**config.mk**
```make
export PLATFORM = sky130hd
export DESIGN_NAME = stack_mc_ctrl_flat
export DESIGN_NICKNAME = d
export VERILOG_FILES = /design/src/rtl/stack_mc_ctrl_if.sv /design/src/rtl/stack_mc_ctrl.sv /design/src/flat_wrapper.sv
export SDC_FILE = /design/constraint.sdc
export NUM_CORES = 1
export LEC_CHECK = 0
export BUFFER_PORTS_ARGS = -buffer_cell sky130_fd_sc_hd__clkbuf_2
export CAP_MARGIN = 20
export CORE_AREA = 8 8 47 49
export DETAILED_ROUTE_END_ITERATION = 16
export DIE_AREA = 0 0 55 57
export PLACE_DENSITY = 0.85
export SLEW_MARGIN = 10
export SYNTH_ARGS = -nofsm -noshare
export SYNTH_HDL_FRONTEND = slang
export SYNTH_SLANG_ARGS = --single-unit
```
**constraint.sdc**
```tcl
create_clock -name clk -period 3.5 [get_ports clk]
set_input_delay 0.175 -clock clk [delete_from_list [all_inputs] [get_ports clk]]
set_output_delay 0.175 -clock clk [all_outputs]
set_load 0.01 [all_outputs]
```
**src/rtl/stack_mc_ctrl_if.sv**
```systemverilog
// Control bundle between the gen-2 stack-machine sequencer and its datapath:
// IR/stack status and memory handshake in, datapath strobes and fault status out.
interface stack_mc_ctrl_if #(
   parameter int OPCODE_W = 3,
   parameter int ALUOP_W  = 2
);
   logic [OPCODE_W-1:0] opcode;
   logic                mem_ready;
   logic                stk_empty;
   logic                stk_single;
   logic                stk_full;

   logic                iord;
   logic                src_a;
   logic                src_b;
   logic                ld_a;
   logic                ld_b;
   logic                pc_src;
   logic                pc_write;
   logic                mem_read;
   logic                ir_write;
   logic                tos;
   logic                pop;
   logic                push;
   logic                mtos;
   logic                pc_write_cond;
   logic                mem_write;
   logic [ALUOP_W-1:0]  alu_op;
   logic                fault;
   logic [1:0]          fault_code;

   modport master (
      input  opcode, mem_ready, stk_empty, stk_single, stk_full,
      output iord, src_a, src_b, ld_a, ld_b, pc_src, pc_write, mem_read, ir_write,
             tos, pop, push, mtos, pc_write_cond, mem_write, alu_op, fault, fault_code
   );

   modport slave (
      output opcode, mem_ready, stk_empty, stk_single, stk_full,
      input  iord, src_a, src_b, ld_a, ld_b, pc_src, pc_write, mem_read, ir_write,
             tos, pop, push, mtos, pc_write_cond, mem_write, alu_op, fault, fault_code
   );
endinterface

```
**src/rtl/stack_mc_ctrl.sv**
```systemverilog
// Gen-2 multicycle control FSM for the stack-machine CPU: memory wait states, stack checks,
// illegal-opcode detection and a sticky fault. MEM_TIMEOUT_EN enables the memory-access timeout.
module stack_mc_ctrl #(
   parameter int OPCODE_W     = 3,
   parameter int ALUOP_W      = 2,
   parameter int MEM_WAIT_MAX = 15
) (
   input  logic            clk,
   input  logic            rst,
   stack_mc_ctrl_if.master bus
);
   localparam logic [3:0] S_FETCH    = 4'd0;
   localparam logic [3:0] S_DECODE   = 4'd1;
   localparam logic [3:0] S_MEM_RD   = 4'd2;
   localparam logic [3:0] S_PUSH_MEM = 4'd3;
   localparam logic [3:0] S_POP_A    = 4'd4;
   localparam logic [3:0] S_LOAD_A   = 4'd5;
   localparam logic [3:0] S_POP_B    = 4'd6;
   localparam logic [3:0] S_LOAD_B   = 4'd7;
   localparam logic [3:0] S_ALU1     = 4'd8;
   localparam logic [3:0] S_ALU2     = 4'd9;
   localparam logic [3:0] S_PUSH_RES = 4'd10;
   localparam logic [3:0] S_MEM_WR   = 4'd11;
   localparam logic [3:0] S_JUMP     = 4'd12;
   localparam logic [3:0] S_BRANCH   = 4'd13;
   localparam logic [3:0] S_FAULT    = 4'd14;

   localparam logic [2:0] OP_NOT  = 3'b011;
   localparam logic [2:0] OP_PUSH = 3'b100;
   localparam logic [2:0] OP_POP  = 3'b101;
   localparam logic [2:0] OP_JMP  = 3'b110;
   localparam logic [2:0] OP_JZ   = 3'b111;

   localparam logic [1:0] FC_ILLEGAL   = 2'b00;
   localparam logic [1:0] FC_OVERFLOW  = 2'b01;
   localparam logic [1:0] FC_UNDERFLOW = 2'b10;
   localparam logic [1:0] FC_TIMEOUT   = 2'b11;

   logic [3:0] state_r;
   logic [3:0] state_nxt_s;
   logic [1:0] code_r;
   logic [1:0] code_nxt_s;
   logic [2:0] op_s;
   logic       upper_bad_s;
   logic       underflow_s;
   logic       wait_max_s;

   assign op_s        = bus.opcode[2:0];
   assign upper_bad_s = ((bus.opcode >> 3'd3) != {OPCODE_W{1'b0}});
   // Binary ops need two operands; not and pop-to-mem need one.
   assign underflow_s = (bus.stk_empty  && (!op_s[2] || (op_s == OP_POP))) ||
                        (bus.stk_single && !op_s[2] && (op_s != OP_NOT));

`ifdef MEM_TIMEOUT_EN
   localparam int CNT_W = $clog2(MEM_WAIT_MAX + 1);

   logic [CNT_W-1:0] wait_cnt_r;
   logic             mem_access_s;

   assign mem_access_s = (state_r == S_FETCH) || (state_r == S_MEM_RD) || (state_r == S_MEM_WR);
   assign wait_max_s   = (wait_cnt_r == CNT_W'(MEM_WAIT_MAX));

   // Wait-state counter: cleared on every state entry, counts mem_ready-low cycles of an access.
   always_ff @(posedge clk or posedge rst) begin
      if (rst) begin
         wait_cnt_r <= {CNT_W{1'b0}};
      end else if (state_nxt_s != state_r) begin
         wait_cnt_r <= {CNT_W{1'b0}};
      end else if (mem_access_s && !bus.mem_ready) begin
         wait_cnt_r <= wait_cnt_r + {{(CNT_W-1){1'b0}}, 1'b1};
      end else begin
         wait_cnt_r <= wait_cnt_r;
      end
   end
`else
   assign wait_max_s = 1'b0;
`endif

   // State and sticky fault-code registers.
   always_ff @(posedge clk or posedge rst) begin
      if (rst) begin
         state_r <= S_FETCH;
         code_r  <= FC_ILLEGAL;
      end else begin
         state_r <= state_nxt_s;
         code_r  <= code_nxt_s;
      end
   end

   // Next-state decode; the fault code is latched on the transition into FAULT.
   always_comb begin
      state_nxt_s = state_r;
      code_nxt_s  = code_r;
      case (state_r)
         S_FETCH, S_MEM_RD, S_MEM_WR: begin
            if (bus.mem_ready) begin
               if (state_r == S_FETCH) begin
                  state_nxt_s = S_DECODE;
               end else if (state_r == S_MEM_RD) begin
                  state_nxt_s = S_PUSH_MEM;
               end else begin
                  state_nxt_s = S_FETCH;
               end
            end else if (wait_max_s) begin
               state_nxt_s = S_FAULT;
               code_nxt_s  = FC_TIMEOUT;
            end else begin
               state_nxt_s = state_r;
            end
         end
         S_DECODE: begin
            if (upper_bad_s) begin
               state_nxt_s = S_FAULT;
               code_nxt_s  = FC_ILLEGAL;
            end else if ((op_s == OP_PUSH) && bus.stk_full) begin
               state_nxt_s = S_FAULT;
               code_nxt_s  = FC_OVERFLOW;
            end else if (underflow_s) begin
               state_nxt_s = S_FAULT;
               code_nxt_s  = FC_UNDERFLOW;
            end else begin
               case (op_s)
                  OP_PUSH: state_nxt_s = S_MEM_RD;
                  OP_JMP:  state_nxt_s = S_JUMP;
                  OP_JZ:   state_nxt_s = S_BRANCH;
                  default: state_nxt_s = S_POP_A;
               endcase
            end
         end
         S_PUSH_MEM: state_nxt_s = S_FETCH;
         S_POP_A:    state_nxt_s = S_LOAD_A;
         S_LOAD_A: begin
            if (op_s == OP_POP) begin
               state_nxt_s = S_MEM_WR;
            end else if (op_s == OP_NOT) begin
               state_nxt_s = S_ALU1;
            end else begin
               state_nxt_s = S_POP_B;
            end
         end
         S_POP_B:    state_nxt_s = S_LOAD_B;
         S_LOAD_B:   state_nxt_s = S_ALU2;
         S_ALU1:     state_nxt_s = S_PUSH_RES;
         S_ALU2:     state_nxt_s = S_PUSH_RES;
         S_PUSH_RES: state_nxt_s = S_FETCH;
         S_JUMP:     state_nxt_s = S_FETCH;
         S_BRANCH:   state_nxt_s = S_FETCH;
         S_FAULT:    state_nxt_s = S_FAULT;
         default: begin
            // A corrupted state encoding is treated as a hard fault.
            state_nxt_s = S_FAULT;
            code_nxt_s  = FC_ILLEGAL;
         end
      endcase
   end

   // Moore strobe decode; only FETCH's pc_write/ir_write follow mem_ready.
   always_comb begin
      bus.iord          = 1'b0;
      bus.src_a         = 1'b0;
      bus.src_b         = 1'b0;
      bus.ld_a          = 1'b0;
      bus.ld_b          = 1'b0;
      bus.pc_src        = 1'b0;
      bus.pc_write      = 1'b0;
      bus.mem_read      = 1'b0;
      bus.ir_write      = 1'b0;
      bus.tos           = 1'b0;
      bus.pop           = 1'b0;
      bus.push          = 1'b0;
      bus.mtos          = 1'b0;
      bus.pc_write_cond = 1'b0;
      bus.mem_write     = 1'b0;
      bus.alu_op        = {ALUOP_W{1'b0}};
      case (state_r)
         S_FETCH: begin
            bus.mem_read = 1'b1;
            bus.pc_write = bus.mem_ready;
            bus.ir_write = bus.mem_ready;
         end
         S_DECODE:   bus.tos = 1'b1;
         S_MEM_RD: begin
            bus.iord     = 1'b1;
            bus.mem_read = 1'b1;
         end
         S_PUSH_MEM: begin
            bus.mtos = 1'b1;
            bus.push = 1'b1;
         end
         S_POP_A:    bus.pop  = 1'b1;
         S_LOAD_A:   bus.ld_a = 1'b1;
         S_POP_B:    bus.pop  = 1'b1;
         S_LOAD_B:   bus.ld_b = 1'b1;
         S_ALU1:     bus.alu_op = ALUOP_W'(2'd3);
         S_ALU2:     bus.alu_op = ALUOP_W'(op_s[1:0]);
         S_PUSH_RES: bus.push = 1'b1;
         S_MEM_WR: begin
            bus.iord      = 1'b1;
            bus.mem_write = 1'b1;
         end
         S_JUMP: begin
            bus.pc_src   = 1'b1;
            bus.pc_write = 1'b1;
         end
         S_BRANCH: begin
            bus.pc_src        = 1'b1;
            bus.pc_write_cond = 1'b1;
         end
         default: bus.tos = 1'b0;
      endcase
   end

   assign bus.fault      = (state_r == S_FAULT);
   assign bus.fault_code = code_r;
endmodule

```
**src/flat_wrapper.sv**
```systemverilog
// flat-port wrapper written by rule: the top's interface ports become plain ports
module stack_mc_ctrl_flat 
#(
   parameter int OPCODE_W     = 3,
   parameter int ALUOP_W      = 2,
   parameter int MEM_WAIT_MAX = 15
)
  (clk, rst, bus_opcode, bus_mem_ready, bus_stk_empty, bus_stk_single, bus_stk_full, bus_iord, bus_src_a, bus_src_b, bus_ld_a, bus_ld_b, bus_pc_src, bus_pc_write, bus_mem_read, bus_ir_write, bus_tos, bus_pop, bus_push, bus_mtos, bus_pc_write_cond, bus_mem_write, bus_alu_op, bus_fault, bus_fault_code);
  stack_mc_ctrl_if #(.OPCODE_W(OPCODE_W), .ALUOP_W(ALUOP_W)) bus_i ();
  input  logic clk;
  input  logic rst;
  input wire logic [$bits(bus_i.opcode)-1:0] bus_opcode;
  input wire logic [$bits(bus_i.mem_ready)-1:0] bus_mem_ready;
  input wire logic [$bits(bus_i.stk_empty)-1:0] bus_stk_empty;
  input wire logic [$bits(bus_i.stk_single)-1:0] bus_stk_single;
  input wire logic [$bits(bus_i.stk_full)-1:0] bus_stk_full;
  output wire logic [$bits(bus_i.iord)-1:0] bus_iord;
  output wire logic [$bits(bus_i.src_a)-1:0] bus_src_a;
  output wire logic [$bits(bus_i.src_b)-1:0] bus_src_b;
  output wire logic [$bits(bus_i.ld_a)-1:0] bus_ld_a;
  output wire logic [$bits(bus_i.ld_b)-1:0] bus_ld_b;
  output wire logic [$bits(bus_i.pc_src)-1:0] bus_pc_src;
  output wire logic [$bits(bus_i.pc_write)-1:0] bus_pc_write;
  output wire logic [$bits(bus_i.mem_read)-1:0] bus_mem_read;
  output wire logic [$bits(bus_i.ir_write)-1:0] bus_ir_write;
  output wire logic [$bits(bus_i.tos)-1:0] bus_tos;
  output wire logic [$bits(bus_i.pop)-1:0] bus_pop;
  output wire logic [$bits(bus_i.push)-1:0] bus_push;
  output wire logic [$bits(bus_i.mtos)-1:0] bus_mtos;
  output wire logic [$bits(bus_i.pc_write_cond)-1:0] bus_pc_write_cond;
  output wire logic [$bits(bus_i.mem_write)-1:0] bus_mem_write;
  output wire logic [$bits(bus_i.alu_op)-1:0] bus_alu_op;
  output wire logic [$bits(bus_i.fault)-1:0] bus_fault;
  output wire logic [$bits(bus_i.fault_code)-1:0] bus_fault_code;
  assign bus_i.opcode = bus_opcode;
  assign bus_i.mem_ready = bus_mem_ready;
  assign bus_i.stk_empty = bus_stk_empty;
  assign bus_i.stk_single = bus_stk_single;
  assign bus_i.stk_full = bus_stk_full;
  assign bus_iord = bus_i.iord;
  assign bus_src_a = bus_i.src_a;
  assign bus_src_b = bus_i.src_b;
  assign bus_ld_a = bus_i.ld_a;
  assign bus_ld_b = bus_i.ld_b;
  assign bus_pc_src = bus_i.pc_src;
  assign bus_pc_write = bus_i.pc_write;
  assign bus_mem_read = bus_i.mem_read;
  assign bus_ir_write = bus_i.ir_write;
  assign bus_tos = bus_i.tos;
  assign bus_pop = bus_i.pop;
  assign bus_push = bus_i.push;
  assign bus_mtos = bus_i.mtos;
  assign bus_pc_write_cond = bus_i.pc_write_cond;
  assign bus_mem_write = bus_i.mem_write;
  assign bus_alu_op = bus_i.alu_op;
  assign bus_fault = bus_i.fault;
  assign bus_fault_code = bus_i.fault_code;
  stack_mc_ctrl #(.OPCODE_W(OPCODE_W), .ALUOP_W(ALUOP_W), .MEM_WAIT_MAX(MEM_WAIT_MAX)) u_core (.clk(clk), .rst(rst), .bus(bus_i));
endmodule
```
---- Yosys cells after proc, flatten, opt, wreduce, memory -nomap -nowiden ----
Index checks and enable logic that the tools add are counted.
word-level totals
  bits in registers ....................... 6
  output and inout bits ................... 20
  logic and storage cells ................. 69
operators by class
  equal/unequal tests ..................... 22
  muxes and demuxes ....................... 26
  bitwise operators ....................... 1
  reduce and logical (&&, ||, !) cells .... 18
operators with widths
  kind                  number
  $pmux W4 S8           1
  $eq A4 B4 Y1 const B  7
  $mux W4               6
  $eq A4 B3 Y1 const B  4
  $reduce_or A14 Y1     1
  $eq A3 B3 Y1 const B  4
  $mux W1               12
  $pmux W4 S3           1
  $reduce_or A2 Y1      6
  $eq A4 B2 Y1 const B  2
  $pmux W2 S2           2
  $mux W2               3
  $eq A4 B1 Y1 const B  1
  $logic_and A1 B1 Y1   4
  $logic_not A4 Y1      1
  $reduce_or A4 Y1      1
  $eq A3 B2 Y1 const B  1
  $ne A3 B1 Y1 const B  1
  $ne A3 B2 Y1 const B  1
  $reduce_or A3 Y1      1
  $logic_or A1 B1 Y1    2
  $ne A2 B2 Y1 const B  1
  $pmux W1 S2           1
  $reduce_and A2 Y1     1
  2 further kinds       2

---- Longest topological paths before layout ----
Gate-level depths: netlist (run 1).
  depth after elaboration ................. 7
  mapped depth ............................ 6

---- Worst setup path before layout (run 1) ----
Ideal clock, no wire load.
  kind .................................... register -> register
  start point ............................. register u_core.state_r[2]
  end point ............................... register u_core.code_r[1], in the netlist u_core.bus.fault_code[1]
  setup time .............................. 119 ps
  arrival ................................. 1201 ps
  data required time ...................... 3381 ps
  slack ................................... 2180 ps
  stages on the path, launching flop included .. 5
  path buffers ............................ 0
  clock period less this slack ............ 1320 ps
  cell sequence ........................... dfrtp_1 -> nand2b_1 -> nor3_4 -> a31oi_1 -> a21bo_2
on the way
  cells in the longest elaborated chain, start to end .. 4
  elaborated cells between the ends (all ways) .. 20
  those cells by class .................... 15 x eq/ne; 1 x mux; 1 x bitwise; 3 x reduce/logical
ends and longest elaborated chain
  item                                        line                 source
  start: declaration                          stack_mc_ctrl.sv:39  logic [3:0] state_r;
  start signal: assignment                    stack_mc_ctrl.sv:85  state_r <= state_nxt_s;
  $eq A4 B4 Y1, or another cell as far along  stack_mc_ctrl.sv:94  case (state_r)
  $reduce_or A14 Y1 (no line)                 --
  $not A1 Y1 (no line)                        --
  $reduce_and A2 Y1 (no line)                 --
  end signal: assignment                      stack_mc_ctrl.sv:86  code_r <= code_nxt_s;
  end: declaration                            stack_mc_ctrl.sv:41  logic [1:0] code_r;
Parallel ways exist; a longest one is shown, timed or not.
A chain may end at the register's enable or synchronous reset.

---- Worst setup path in the final report (run 1) ----
  start point ............................. register u_core.state_r[3]
  end point ............................... output port bus_alu_op[0]
on the way
  cells in the longest elaborated chain, start to end .. 2
  elaborated cells between the ends (all ways) .. 3
  those cells by class .................... 2 x eq/ne; 1 x mux
ends and longest elaborated chain
  item              line                  source
  $eq A4 B4 Y1      stack_mc_ctrl.sv:175  case (state_r)
  $pmux W2 S2 (*)   stack_mc_ctrl.sv:175
  end: declaration  flat_wrapper.sv:32    output wire logic [$bits(bus_i.alu_op)-1:0] bus_alu_op;
Every way passes the cells marked *; elsewhere a longest branch is shown, timed or not.

==> impl_metrics.tcl, run 1 <==
set metrics [dict create \
    status "finished clean" \
    reg2reg_depth 4 \
    yosys.cell_types.count 34 \
    firstDrtPassIters 6 \
    vias 796 \
    min_from "bus_stk_full" \
    worstHoldPathCells 2 \
    seq_area_frac_synth_pct 20.4 \
    diodes 0 \
    die_area_um2 3140 \
    r2r_slack_ns 1.87 \
    p_leak_nw 0.416 \
    worstSetupPathType "reg -> out" \
    max_slew_margin_pct 58.1 \
    drtAntennaViolNets 0 \
    cts_resized 0 \
    post-route-min-period_ns 1.77 \
    htree_num_levels 1 \
    r2r_end "u_core.bus.fault_code[1]$_DFFE_PP0P_" \
    cp_max_fo 20 \
    clock_sinks 6 \
    setup_tns_ns 0 \
    tritoncts "done" \
    cp-end-kind "output pin" \
    yosysTopAreaCellShare_pct 20.4 \
    regToRegStartpoint "u_core.state_r[2]$_DFFE_PP0P_" \
    finalCritPeriodShare_pct 50.6 \
    clk_pin_slew_worst_paths_ns 0.04 \
    grt_pass1_wl_um 3190 \
    hold_end "u_core.bus.fault_code[0]$_DFFE_PP0P_" \
    maxCapViolations 0 \
    fin_util_pct 54.2 \
    yosys.area.top_type "dfrtp_1" \
    die_w_um 55 \
    syn_inst 107 \
    avgRoutedWirePerCell_um 13.0 \
    cts-root-buf "clkbuf_4" \
    core_um2 1580 \
    io_buffers 26 \
    clk_latency_ns 0.25 \
    grt_usage_pct 12.5 \
    final_nets 138 \
    hold_viol_final 0 \
    vias_per_cell 5.53 \
    grt_overflow 0 \
    max_freq_mhz 564 \
    nFillCells 161 \
    cts_made_buffers 3 \
    wl_met2_um 901 \
    die_h_um 57 \
    cp-start-kind "flop" \
    slew_viol_final 0 \
    routed_wl_um 1880 \
    synthFlopType "dfrtp_1" \
    maxUsedRoutingLayer "met4" \
    ys_seq_elements 6 \
    synth_commonest_cells "nor2_1 (13), nand2_1 (7), nand2b_1 (7), nor3_1 (7)" \
    first_iter_violations 30 \
    synth-async-reset-ratio_pct 100 \
    hold_slack_ns 0.232 \
    rows 15 \
    syn_area_per_cell_um2 6.88 \
    yosys_warnings 0 \
    rsz0062_at_grt "no" \
    clock_path_buffers 2 \
    post-synth-top-count-cell "nor2_1" \
    area_delta_synth_final_pct 16.2 \
    multi_input_area_um2 498 \
    start_util_pct 46.7 \
    post-dp-hpwl_um 1510 \
    met3_length_um 203 \
    arrival_ns 1.60 \
    finalSetupViolations 0 \
    gp_congestion 0.821 \
    grt_max_degree 26 \
    skew_ns 0.00326 \
    cp.required_ns 3.32 \
    grt_pass1_vias 738 \
    peakVddDrop_mv 0.325 \
    hp-class "in -> reg" \
    ys_top_cells_by_area "dfrtp_1 (20%), nor2_1 (6.6%), nand2b_1 (6.0%), a31oi_1 (5.1%), nor2b_1 (5.1%)" \
    pwr_density_cell_nw_per_um2 784 \
    netlist_area_um2 736 \
    drc 0 \
    drive_above_1_share_pct 25.2 \
    synth_edf_count 0 \
    wl_met1_um 764 \
    pin_count 29 \
    worst_slew_pin_slew_ns 0.628 \
    antenna_found_initial 0 \
    ff_latch_area_um2 150 \
]
-- power breakdown --
group          switching, W  internal [W]  total (W)
logic              0.000212      0.000183   0.000395
registers          0.000109      0.000102   0.000212
clock network     0.0000247     0.0000388  0.0000634
-- state kept, by name, indices dropped and copies added (netlist names) --
register,count
u_core.state_r,4
u_core.bus.fault_code,2
-- cells by family after synthesis --
kind of cell	synth area share (%)
XOR/XNOR	2.38
other	0.510
AND/OR/NAND/NOR	39.8
multiplexers	1.36
flip-flops	20.4
buffers and inverters	12.4
AO/OA/AOI/OAI	23.1
-- metal layers --
layer / track usage, % / up-vias
met4: 2.06 / 0
met5: 0 / -
met3: 2.60 / 3
met1: 16.6 / 346
li1: - / 411
met2: 20.1 / 36
-- cell usage in the layout (no fill, tap or decap), drive strengths merged --
cell / instances
clkbuf: 29
nor2: 13
nor3: 8
nand2b: 7
nand2: 7
nor2b: 6
o21ai: 6
a31oi: 6
inv: 6
dfrtp: 6
a21oi: 5
and3: 4
nand3b: 2
and2: 2
xor2: 2
nor3b: 2
conb: 2
a21bo: 1
o22ai: 1
o2111ai: 1
a2bb2oi: 1
a21o: 1
or3: 1
a211oi: 1
o31ai: 1
nor4: 1
a32o: 1
mux2i: 1
nand3: 1
o221a: 1
dlygate4sd3: 1
-- per-stage QoR --
stage / power [W] / instances / setup WS (ns) / cell area [um2]
floorplan: 0.000508 / 108 / 2.18 / 739
global placement: 0.000601 / 140 / 1.92 / 822
detailed placement: 0.000610 / 140 / 1.87 / 822
CTS: 0.000675 / 144 / 1.71 / 855
global route: 0.000746 / 144 / 1.57 / 855
finish: 0.000670 / 144 / 1.73 / 855
-- final cells by class --
class                           count  share of cell area [%]
Multi-Input combinational cell     85                    58.3
Sequential cell                     6                    17.6
Timing Repair Buffer               27                    16.4
Clock buffer                        3                    2.64
Inverter                            6                    2.64
Tap cell                           17                    2.49
-- repair_timing --
action                                 CTS  global route
endpoints found under the hold margin    6             0
buffers inserted                         0             0
hold buffers                             1             0
-- critical path: stages (launching register included) --
cell and delay (ns):
dfrtp_1 0.72, nand2b_1 0.24, nor3_1 0.23, clkbuf_2 0.17
-- how the worst max path moves through the flow --
stage,start,depth (start not counted),slack [ns],endpoint
after floorplan,u_core.state_r[2]$_DFFE_PP0P_,4,2.18,u_core.bus.fault_code[1]$_DFFE_PP0P_
after global placement,u_core.state_r[2]$_DFFE_PP0P_,4,1.92,u_core.bus.fault_code[1]$_DFFE_PP0P_
after detailed placement,u_core.state_r[2]$_DFFE_PP0P_,4,1.87,u_core.bus.fault_code[0]$_DFFE_PP0P_
after CTS,u_core.state_r[3]$_DFFE_PP0P_,3,1.71,bus_alu_op[0]
after global routing,u_core.state_r[2]$_DFFE_PP0P_,3,1.57,bus_tos
final,u_core.state_r[3]$_DFFE_PP0P_,3,1.73,bus_alu_op[0]
(Power assumes the default switching activity.)
==> inputs of run 2 (changes only) <==
Settings changed: CORE_AREA 8 8 47 49 to 8 8 51 53, DIE_AREA 0 0 55 57 to 0 0 59 61, PLACE_DENSITY 0.85 to 0.76.
Clock period 3.5 ns to 1.6 ns, I/O delays scaled along.
==> impl_metrics.tcl, run 2 (synthesized netlist as in run 1, its figures left out) <==
set metrics [dict create \
    status "finished clean" \
    arrival_ns 1.44 \
    clock_path_buffers 2 \
    grt_overflow 0 \
    die_area_um2 3600 \
    worstSetupPathType "reg -> out" \
    cts_made_buffers 3 \
    hp-class "in -> reg" \
    cp-start-kind "flop" \
    finalSetupViolations 0 \
    tritoncts "done" \
    reg2reg_depth 5 \
    rows 16 \
    avgRoutedWirePerCell_um 13.0 \
    setup_tns_ns 0 \
    final_cell_mix "clkbuf_2 (26), nor2_1 (13)" \
    post-dp-hpwl_um 1630 \
    slew_viol_final 0 \
    routed_wl_um 2110 \
    grt_pass1_wl_um 3370 \
    diodes 0 \
    power_w 0.00167 \
    largest_register "u_core.state_r" \
    p_seq_share_pct 21.9 \
    layout_commonest_cell "clkbuf_2" \
    nFillCells 192 \
    firstDrtPassIters 5 \
    drc 0 \
    crit_slowest_cell "dfrtp_1" \
    worstHoldPathCells 2 \
    path_delay_family "flip-flops" \
    pwr_density_cell_nw_per_um2 1770 \
    post-route-min-period_ns 1.52 \
    cp.depth 5 \
    finalCritPeriodShare_pct 94.9 \
    hold_viol_final 0 \
    pin_count 29 \
    p_int_w 0.000855 \
    largest_reg_flops 4 \
    peakVddDrop_mv 0.898 \
    cp.required_ns 1.52 \
    area_delta_synth_final_pct 28.1 \
    die_w_um 59 \
    drtAntennaViolNets 0 \
    grt_max_degree 25 \
    drive_above_1_share_pct 31.1 \
    placed_area_um2 885 \
    critPathBufInv 2 \
    final_nets 146 \
    preCtsSetupSlack_ns 0.142 \
    skew_ns 0.00482 \
    cts-root-buf "clkbuf_4" \
    htree_num_levels 1 \
    start_util_pct 39.9 \
    grt_pass1_vias 774 \
    rsz0062_at_grt "no" \
    gp_congestion 0.794 \
    clock_sinks 6 \
    hold_slack_ns 0.138 \
    p_leak_nw 0.456 \
    io_buffers 26 \
    clkPwrFrac_pct 8.5 \
    grt_usage_pct 12.1 \
    worst_slack_ns 0.0815 \
    p_sw_w 0.000814 \
    vias 872 \
    crit_chain "buf_12 > nand2b_1 > o21ai_0 > and3_1 > clkbuf_2" \
    first_iter_violations 29 \
    core_um2 1840 \
    design_area_um2 942 \
    maxCapViolations 0 \
    die_h_um 61 \
    antenna_found_initial 0 \
    vias_per_cell 5.38 \
    cp-end-kind "output pin" \
    clk_latency_ns 0.25 \
    max_stage_delay_ns 0.40 \
    clk_pin_slew_worst_paths_ns 0.05 \
    pwr-share-comb_pct 69.6 \
    max_freq_mhz 659 \
    p_sw_share_pct 48.8 \
    cp_max_fo 24 \
]
## run 2: cell count changes in the layout (fill, tap and decap cells not counted), sizes merged
cell | before | now
buf | 0 | 8
## run 2: per-layer routing
metal  share of wire, %  GRT usage, %  vias up
met3                 10          4.45        7
met5                  0             0        -
li1                   -             -      428
met4                1.6          4.10        0
met1                 43          13.4      388
met2                 45          20.7       49
## run 2: power by group through the flow
stage / registers, W / clock network, W / logic, W
detailed placement: 0.000374 / 0 / 0.00109
floorplan: 0.000302 / 0 / 0.000809
global route: 0.000383 / 0.000163 / 0.00128
CTS: 0.000374 / 0.000147 / 0.00109
finish: 0.000366 / 0.000142 / 0.00116
global placement: 0.000368 / 0 / 0.00106
## run 2: worst register-to-register path, cell delays in order, from the launching register on
cell     delay (ns)
dfrtp_2        0.46
buf_4          0.17
and3_1         0.16
o21ai_0        0.26
and2_1         0.17
a31oi_1        0.07
## run 2: final cells by class
cell class,instances,area (um2),share of cell area [%]
clock buffers,3,22.5,2.39
inverters,6,22.5,2.39
multi-input cells,85,498,52.9
flip-flops and latches,6,153,16.2
well taps,27,33.8,3.59
repair buffers,35,213,22.6
## run 2: final timing paths
path / slack (ns) / endpoint / from
max in group asynchronous: 1.11 / u_core.state_r[3]$_DFFE_PP0P_ / rst
min reg2reg: 0.49 / u_core.bus.fault_code[1]$_DFFE_PP0P_ / u_core.bus.fault_code[1]$_DFFE_PP0P_
max: 0.08 / bus_pc_write / u_core.state_r[2]$_DFFE_PP0P_
min in group asynchronous: 0.27 / u_core.state_r[2]$_DFFE_PP0P_ / rst
min: 0.14 / u_core.bus.fault_code[0]$_DFFE_PP0P_ / bus_stk_full
max reg2reg: 0.17 / u_core.state_r[1]$_DFFE_PP0P_ / u_core.state_r[3]$_DFFE_PP0P_
## run 2: metrics by stage
step / utilization, % / std cells
2_1_floorplan: - / 108
3_3_place_gp: 48.0 / 155
3_5_place_dp: 48.0 / 155
4_1_cts: 49.9 / 159
5_1_grt: 51.2 / 162
6_report: 51.2 / 162
## run 2: repair_timing
item,in CTS,in global routing
gates resized for setup,1,1
buffers inserted,0,3
endpoints found under the hold margin,6,0
cloned,0,0
hold buffers,1,0
setup endpoints to repair,1,2
==> inputs of run 3 (changes only) <==
--- a/config.mk
+++ b/config.mk
@@ -7,2 +7,3 @@
 export LEC_CHECK = 0
+export ABC_CLOCK_PERIOD_IN_PS = 1600
 export BUFFER_PORTS_ARGS = -buffer_cell sky130_fd_sc_hd__clkbuf_2
==> constraint.sdc (replaced) <==
create_clock -name clk -period 1.6 [get_ports clk]
set_input_delay 0.24 -clock clk [delete_from_list [all_inputs] [get_ports clk]]
set_output_delay 0.24 -clock clk [all_outputs]
set_load 0.01 [all_outputs]
==> impl_metrics.tcl, run 3 (synthesized netlist as in run 1, its figures left out) <==
set metrics [dict create \
    antenna_found_initial 0 \
    finalSetupViolations 0 \
    grt_pass1_vias 788 \
    hold_viol_final 0 \
    layout_commonest_cell "clkbuf_2" \
    core_um2 1840 \
    rows 16 \
    nFillCells 194 \
    cp_max_fo 8 \
    min_from "bus_stk_full" \
    largest_reg_flops 4 \
    diodes 0 \
    critPathBufInv 1 \
    clock_sinks 6 \
    path_delay_family "flip-flops" \
    clock_path_buffers 2 \
    finalCritPeriodShare_pct 98.1 \
    maxCapViolations 0 \
    drtAntennaViolNets 0 \
    final_cell_mix "clkbuf_2 (26), nor2_1 (13), buf_4 (9)" \
    largest_register "u_core.state_r" \
    post-route-min-period_ns 1.57 \
    slew_viol_final 0 \
    io_buffers 26 \
    grt_max_degree 18 \
    drc 0 \
    r2r_end "u_core.state_r[3]$_DFFE_PP0P_" \
    power_w 0.00184 \
    htree_num_levels 1 \
    first_iter_violations 24 \
    peakVddDrop_mv 1.07 \
    crit_chain "nand2b_4 > o21ai_0 > and3_1 > clkbuf_2" \
    max_stage_delay_ns 0.47 \
    clk_pin_slew_worst_paths_ns 0.05 \
    firstDrtPassIters 4 \
    gp_congestion 0.826 \
    worstSetupPathType "reg -> out" \
    cp-start-kind "flop" \
    cp.required_ns 1.36 \
    hold_slack_ns 0.303 \
    arrival_ns 1.33 \
    start_util_pct 39.9 \
    status "finished clean" \
    skew_ns 0.000775 \
    pin_count 29 \
    max_freq_mhz 637 \
    area_delta_synth_final_pct 38.3 \
    vias 887 \
    cts-root-buf "clkbuf_4" \
    post-dp-hpwl_um 1590 \
    routed_wl_um 2270 \
    avgRoutedWirePerCell_um 13.7 \
    r2r_slack_ns 0.08 \
    p_leak_nw 0.486 \
    grt_overflow 0 \
    die_area_um2 3600 \
    vias_per_cell 5.38 \
    cp-end-kind "output pin" \
    hp-class "in -> reg" \
    crit_slowest_cell "dfrtp_2" \
    die_h_um 61 \
    cts_made_buffers 3 \
    reg2reg_depth 5 \
    pwr_density_cell_nw_per_um2 1810 \
    worstHoldPathCells 2 \
    tritoncts "done" \
    clk_latency_ns 0.24 \
    grt_usage_pct 12.1 \
    die_w_um 59 \
    final_nets 149 \
    hold_end "u_core.bus.fault_code[0]$_DFFE_PP0P_" \
    grt_pass1_wl_um 3480 \
    regToRegStartpoint "u_core.state_r[0]$_DFFE_PP0P_" \
    drive_above_1_share_pct 39.9 \
]
[run 3: cell type report]
class / instances / area (um2) / area share [%]
clock buffers: 3 / 22.5 / 2.21
repair buffers: 38 / 239 / 23.5
multi-input cells: 85 / 544 / 53.5
inverters: 6 / 22.5 / 2.21
flip-flops and latches: 6 / 155 / 15.3
well taps: 27 / 33.8 / 3.32
[run 3: repair_timing]
action	4_1_cts	5_1_grt
setup buffers	3	5
pin swaps	1	0
setup endpoints to repair	11	10
hold buffers	1	0
resized for setup	5	11
endpoints found under the hold margin	6	0
[run 3: power by group]
group          internal (W)  total, W  switching (W)
Sequential         0.000237  0.000382       0.000145
Clock             0.0000849  0.000140      0.0000551
Combinational      0.000634   0.00132       0.000689
[run 3: layer usage]
| metal | part of all wire (%) | global-route usage [%] | vias up | wire length [um] |
|---|---|---|---|---|
| li1 | - | - | 426 | - |
| met1 | 41 | 13.5 | 407 | 924 |
| met2 | 49 | 22.0 | 49 | 1100 |
| met3 | 9.2 | 4.24 | 5 | 208 |
| met4 | 1.3 | 2.05 | 0 | 29 |
| met5 | 0 | 0 | - | 0 |
[run 3: worst max-delay path by stage]
stage          cells after the start                           from                                    to
3_3_place_gp                       4  u_core.state_r[0]$_DFFE_PP0P_  u_core.bus.fault_code[1]$_DFFE_PP0P_
5_1_grt                            3  u_core.state_r[1]$_DFFE_PP0P_                          bus_ir_write
3_5_place_dp                       4  u_core.state_r[0]$_DFFE_PP0P_  u_core.bus.fault_code[0]$_DFFE_PP0P_
6_report                           4  u_core.state_r[2]$_DFFE_PP0P_                          bus_pc_write
2_1_floorplan                      3  u_core.state_r[3]$_DFFE_PP0P_                          bus_ir_write
4_1_cts                            4  u_core.state_r[3]$_DFFE_PP0P_                              bus_push
[run 3: through the flow]
step | instances | worst slack [ns] | cell area [um2] | utilization (%) | TNS, ns
after CTS | 160 | -0.0152 | 933 | 50.7 | -0.0152
final | 165 | 0.0300 | 1020 | 55.2 | 0
after floorplan | 108 | 0.259 | 739 | - | 0
after global placement | 153 | 0.107 | 870 | 47.2 | 0
after detailed placement | 153 | 0.0499 | 870 | 47.2 | 0
after global routing | 165 | -0.0480 | 1020 | 55.2 | -0.0532
